--- src/rtl/audio_dac_sequencer.sv ---
// Sample-rate scheduler, source mixer and soft-mute gain ramp feeding the stereo DAC.
// Optional auxiliary (CD/AHI) source mixing is built when AUX_MIX_EN is defined.
module audio_dac_sequencer #(
    parameter int TICK_DIV  = 640,
    parameter int GAIN_BITS = 8
) (
    input  logic        clk,
    input  logic        reset,
    input  logic        enable,
    input  logic        src0_valid,
    output logic        src0_ready,
    input  logic [15:0] src0_l,
    input  logic [15:0] src0_r,
`ifdef AUX_MIX_EN
    input  logic        src1_valid,
    output logic        src1_ready,
    input  logic [15:0] src1_l,
    input  logic [15:0] src1_r,
`endif
    output logic        tick,
    output logic [15:0] d_l,
    output logic [15:0] d_r,
    output logic [1:0]  state,
    output logic [7:0]  underrun_count
);

    localparam int DIV_W = (TICK_DIV > 1) ? $clog2(TICK_DIV) : 1;
    localparam int GW    = GAIN_BITS + 1;
    localparam int PW    = 16 + GAIN_BITS + 2;
    localparam logic [GW-1:0] UNITY    = GW'(1) << GAIN_BITS;
    localparam logic [GW-1:0] GAIN_ONE = GW'(1);

    typedef enum logic [1:0] {
        MUTED     = 2'd0,
        RAMP_UP   = 2'd1,
        RUN       = 2'd2,
        RAMP_DOWN = 2'd3
    } state_t;

    state_t              state_q;
    logic [DIV_W-1:0]    div_q;
    logic [GW-1:0]       gain_q;
    logic [1:0]          stage_q;
    logic signed [15:0]  held0_l, held0_r;
    logic signed [15:0]  mix_l, mix_r;
    logic signed [PW-1:0] prod_l, prod_r;
    logic                underrun;

    // Handshake: a source is accepted when valid & ready at a clock edge; ready is
    // asserted only in the one-cycle tick, and a source must hold its data until then.
    assign tick       = (div_q == DIV_W'(TICK_DIV - 1));
    assign src0_ready = tick;
    assign state      = state_q;

`ifdef AUX_MIX_EN
    logic signed [15:0] held1_l, held1_r;

    assign src1_ready = tick;
    assign underrun   = !src0_valid || !src1_valid;

    function automatic logic signed [15:0] sat_add(input logic signed [15:0] a,
                                                   input logic signed [15:0] b);
        logic signed [16:0] s;
        s = {a[15], a} + {b[15], b};
        case (s[16:15])
            2'b01:   sat_add = 16'sh7FFF;
            2'b10:   sat_add = 16'sh8000;
            default: sat_add = s[15:0];
        endcase
    endfunction

    always_ff @(posedge clk or posedge reset) begin
        if (reset) begin
            held1_l <= '0;
            held1_r <= '0;
        end else if (tick && src1_valid) begin
            held1_l <= src1_l;
            held1_r <= src1_r;
        end
    end
`else
    assign underrun = !src0_valid;
`endif

    always_ff @(posedge clk or posedge reset) begin
        if (reset) begin
            div_q <= '0;
        end else if (tick) begin
            div_q <= '0;
        end else begin
            div_q <= div_q + DIV_W'(1);
        end
    end

    // On underrun the held register simply keeps the previous sample.
    always_ff @(posedge clk or posedge reset) begin
        if (reset) begin
            held0_l <= '0;
            held0_r <= '0;
        end else if (tick && src0_valid) begin
            held0_l <= src0_l;
            held0_r <= src0_r;
        end
    end

    always_ff @(posedge clk or posedge reset) begin
        if (reset) begin
            underrun_count <= '0;
        end else if (tick && underrun && state_q == RUN && underrun_count != 8'hFF) begin
            underrun_count <= underrun_count + 8'd1;
        end
    end

    // Gain ramp: one LSB per tick, reversible mid-ramp without any jump.
    always_ff @(posedge clk or posedge reset) begin
        if (reset) begin
            state_q <= MUTED;
            gain_q  <= '0;
        end else if (tick) begin
            case (state_q)
                MUTED: begin
                    gain_q <= '0;
                    if (enable) state_q <= RAMP_UP;
                end
                RUN: begin
                    if (!enable) begin
                        gain_q  <= UNITY - GAIN_ONE;
                        state_q <= RAMP_DOWN;
                    end
                end
                default: begin
                    if (enable) begin
                        if (gain_q >= UNITY - GAIN_ONE) begin
                            gain_q  <= UNITY;
                            state_q <= RUN;
                        end else begin
                            gain_q  <= gain_q + GAIN_ONE;
                            state_q <= RAMP_UP;
                        end
                    end else begin
                        if (gain_q <= GAIN_ONE) begin
                            gain_q  <= '0;
                            state_q <= MUTED;
                        end else begin
                            gain_q  <= gain_q - GAIN_ONE;
                            state_q <= RAMP_DOWN;
                        end
                    end
                end
            endcase
        end
    end

    // stage_q[0] marks the cycle after the tick (held valid), stage_q[1] the one after that (mix valid).
    always_ff @(posedge clk or posedge reset) begin
        if (reset) begin
            stage_q <= '0;
        end else begin
            stage_q <= {stage_q[0], tick};
        end
    end

    always_ff @(posedge clk or posedge reset) begin
        if (reset) begin
            mix_l <= '0;
            mix_r <= '0;
        end else if (stage_q[0]) begin
`ifdef AUX_MIX_EN
            mix_l <= sat_add(held0_l, held1_l);
            mix_r <= sat_add(held0_r, held1_r);
`else
            mix_l <= held0_l;
            mix_r <= held0_r;
`endif
        end
    end

    assign prod_l = PW'(mix_l) * $signed(PW'(gain_q));
    assign prod_r = PW'(mix_r) * $signed(PW'(gain_q));

    always_ff @(posedge clk or posedge reset) begin
        if (reset) begin
            d_l <= 16'h8000;
            d_r <= 16'h8000;
        end else if (stage_q[1]) begin
            d_l <= 16'(prod_l >>> GAIN_BITS) + 16'h8000;
            d_r <= 16'(prod_r >>> GAIN_BITS) + 16'h8000;
        end
    end

endmodule

--- config.mk ---
export PLATFORM = sky130hd
export DESIGN_NAME = audio_dac_sequencer
export DESIGN_NICKNAME = d
export VERILOG_FILES = /design/src/rtl/audio_dac_sequencer.sv
export SDC_FILE = /design/constraint.sdc
export NUM_CORES = 1
export LEC_CHECK = 0
export CAP_MARGIN = 10
export CORE_MARGIN = 1.5
export CORE_UTILIZATION = 63
export DETAILED_ROUTE_END_ITERATION = 6
export HOLD_SLACK_MARGIN = 0.06
export PLACE_DENSITY = 0.83
export REMOVE_ABC_BUFFERS = 1
export SETUP_SLACK_MARGIN = 0.05
export SLEW_MARGIN = 20
export SYNTH_ARGS = -nofsm -noshare
export SYNTH_HDL_FRONTEND = slang
export SYNTH_SLANG_ARGS = --single-unit
--- constraint.sdc ---
create_clock -name clk -period 8.24 [get_ports clk]
set_input_delay 2.472 -clock clk [delete_from_list [all_inputs] [get_ports clk]]
set_output_delay 2.472 -clock clk [all_outputs]
set_load 0.005 [all_outputs]
==> impl_metrics.toml <==
[cts]
h-tree-depth = 4
holdBufCountCts = 0
cts_buffers = 17
clk_latency_ns = 0.44
clk_pin_slew_ns = 0.06
cts_buffer_depth = 2
cts-resized-gates = 0
cts_tree = "done"
cts_num_sinks = 127
clockRootBuffer = "clkbuf_16"
cts_setup_buffers = 0

[cells_and_area]
final_util_pct = 71.7
synthToLayoutAreaGrowth_pct = 10.6
seqCellArea_um2 = 3180
drive_above_1_share_pct = 9.57
antenna_cells = 0
multi_input_area_um2 = 10200
nets = 1893
nFillCells = 1569
final_cells = 1849

[synth]
synth_top_family_by_area = "adder cells"
ys_top_cells_by_count = "280 x inv_1, 228 x fa_1, 191 x nand2_1, 125 x and2_1, 125 x dfrtp_1"
async_flop_share_pct = 100
synth_compound_area_share_pct = 5.56
synth-adder-area-share_pct = 39.9
yosysMostFrequentCell = "inv_1"
yosysUniqueCellTypes = 58
syn_area_per_cell_um2 = 9.88
synth_top_area_share_pct = 30.9
synth.top_cells.by_area = "fa_1 31%, dfrtp_1 21%, ha_1 9.0%"
synth_edf_count = 0
synth_seq_cells = 127
synth-simple-area-share_pct = 13.5
synthFlopType = "dfrtp_1"
syn_inst = 1493
synthMuxAreaShare_pct = 6.64
yosys_warnings = 0
synth-xor-area-share_pct = 3.62
synth_area_um2 = 14800
yosysSeqAreaShare_pct = 21.6
synth_top_cell_by_area = "fa_1"

[place]
portBuffers = 79
hpwl_mm = 22.7
place_inst = 1817
gp_congestion = 0.905

[floorplanning]
core-area_um2 = 22800
num_io_pins = 80
dieHeight_um = 156
die_w_um = 156
row_count = 55
start_util_pct = 64.8
die_area_um2 = 24400

[worst_setup_path]
r2r_slack_ns = 1.98
cp_slowest_cell = "dfrtp_1"
path_class = "flip-flop to flip-flop"
endpoint_kind = "flip-flop"
worst-path-max-fanout = 29
cpLargestDelayFamily = "adder cells"
timing.rr.start = "gain_q[2]$_DFFE_PP0P_"
path_cells = "buf_4, nand2_1, fa_1, inv_1, fa_1, fa_1, fa_1, inv_1, fa_1, inv_1, ha_1, nand2_1, o21ai_0, o41ai_1, a2bb2oi_1, a31oi_1, a31oi_1, xnor2_1, mux2_2"
crit_buf_inv = 4
slowest_delay_ns = 1.02
cp.arrival_ns = 6.63
path_common_cell = "fa_1"
critPathLaunch = "gain_q[2]$_DFFE_PP0P_"
start_kind = "flip-flop"
worstPathRequired_ns = 8.60

[global_route]
antenna_found_initial = 1
grt_pass1_wl_mm = 53.5
grt_max_degree = 85
overflow = 0
grt_util_all_layers_pct = 28.2
grt_pass1_vias = 11100

[route]
drtIter0Drc = 661
drc_errors = 0
via_per_inst = 5.60
vias = 10361
drtAntennaViolNets = 0
drt-wirelength-per-cell_um = 16.9
routed_wl_mm = 31.2
firstDrtPassIters = 5

[timing]
period_needed_ns = 6.26
finClkSkew_ns = 0.00956
rsz0062_at_grt = "no"
timing.slew.headroom_pct = 31.4
fmaxAchievable_mhz = 160
setup_viol = 0
hold_viol = 0
drv_slew = 0
setup_tns_ns = 0
fin_crit_sh_pct = 76.0
worstMarginPinSlew_ns = 1.03

[min_path]
min_from = "div_q[4]$_DFF_PP0_"
hold_class = "flip-flop to flip-flop"

[power_and_ir_drop]
peakVddDrop_mv = 0.138
p_per_area_nw_per_um2 = 88.4
p_leak_nw = 8.68
total_power_w = 0.00144

[job]
drv_cap = 0

[run_status]
status = "finished clean"
state kept, by name, indices dropped and copies added (netlist names), named ones only:
signal	flops
mix_r	16
held0_l	16
div_q	10
state	1
mix_l	16
underrun_count	8
d_l	16
gain_q	9
held0_r	16
d_r	16
stage_q	2
worst paths after layout:
check	end	depth (start not counted)
min in group asynchronous	mix_l[14]$_DFFE_PP0P_	2
hold / removal	div_q[4]$_DFF_PP0_	1
max in group asynchronous	d_r[0]$_DFFE_PP0P_	3
setup / recovery	d_l[15]$_DFFE_PP1P_	19
hold reg to reg	div_q[4]$_DFF_PP0_	1
setup reg to reg	d_l[15]$_DFFE_PP1P_	19
area by class of cell:
cell class / count / share of cell area (%)
Multi-Input combinational cell: 1005 / 62.6
Sequential cell: 127 / 19.5
Inverter: 280 / 6.47
Timing Repair Buffer: 92 / 5.44
Clock buffer: 19 / 2.71
Tap cell: 313 / 2.40
Clock inverter: 13 / 0.920
cells by family after synthesis:
logic type | count (synthesis)
XOR/XNOR | 61
AO/OA/AOI/OAI | 121
flip-flops | 127
multiplexers | 87
AND/OR/NAND/NOR | 402
buffers and inverters | 361
adder cells (fa/ha/maj) | 334
where the power goes:
part | leakage (nW) | total [W] | internal, W | switching [W]
logic | 6.65 | 0.0000336 | 0.0000164 | 0.0000172
clock network | 0.291 | 0.000787 | 0.000461 | 0.000326
registers | 1.74 | 0.000624 | 0.000624 | 0
total | 8.68 | 0.00144 | 0.00110 | 0.000343
per-stage QoR:
stage | setup WS (ns) | area [um2] | hold slack, ns
after floorplan | 2.39 | 14400 | 0.434
after global placement | 2.26 | 15700 | 0.450
after detailed placement | 2.09 | 15700 | 0.465
after CTS | 2.03 | 16300 | 0.486
after global routing | 1.66 | 16300 | 0.515
final | 1.98 | 16300 | 0.485
per-layer routing:
metal | up-vias | part of all wire [%] | global-route usage [%]
met5 | - | 0.077 | 0
met4 | 2 | 2.5 | 9.98
met3 | 64 | 5.8 | 5.44
met2 | 347 | 52 | 48.6
met1 | 5285 | 40 | 35.8
li1 | 4663 | - | -
cells in the final DEF, fill, tap and decap left out, types with 6 or more instances in the layout:
master,Yosys,routed
fa_1,228,228
o21ai_0,28,28
xor2_1,21,21
and2_1,125,125
clkbuf_16,0,17
nand2_1,191,191
clkdlybuf4s50_1,0,79
xnor2_1,40,40
nand4_1,7,7
and3_1,6,6
ha_1,106,106
a31oi_1,7,7
buf_4,1,13
nor3_1,13,13
a21o_1,8,8
nor2_1,23,23
inv_1,280,279
a21oi_1,30,30
mux2_2,87,87
dfrtp_1,125,125
nand3_1,14,14
inv_6,0,7
worst reg2reg max path: cells and delay by family (launching register included):
family / cells / cell delay (ns)
adder cells (fa/ha/maj): 6 / 2.82
flip-flops: 1 / 1.02
AND/OR/NAND/NOR: 2 / 0.19
XOR/XNOR: 1 / 0.10
AO/OA/AOI/OAI: 5 / 1.32
multiplexers: 1 / 0.26
buffers and inverters: 4 / 0.49
No activity file was read; power rests on OpenSTA's default activity.
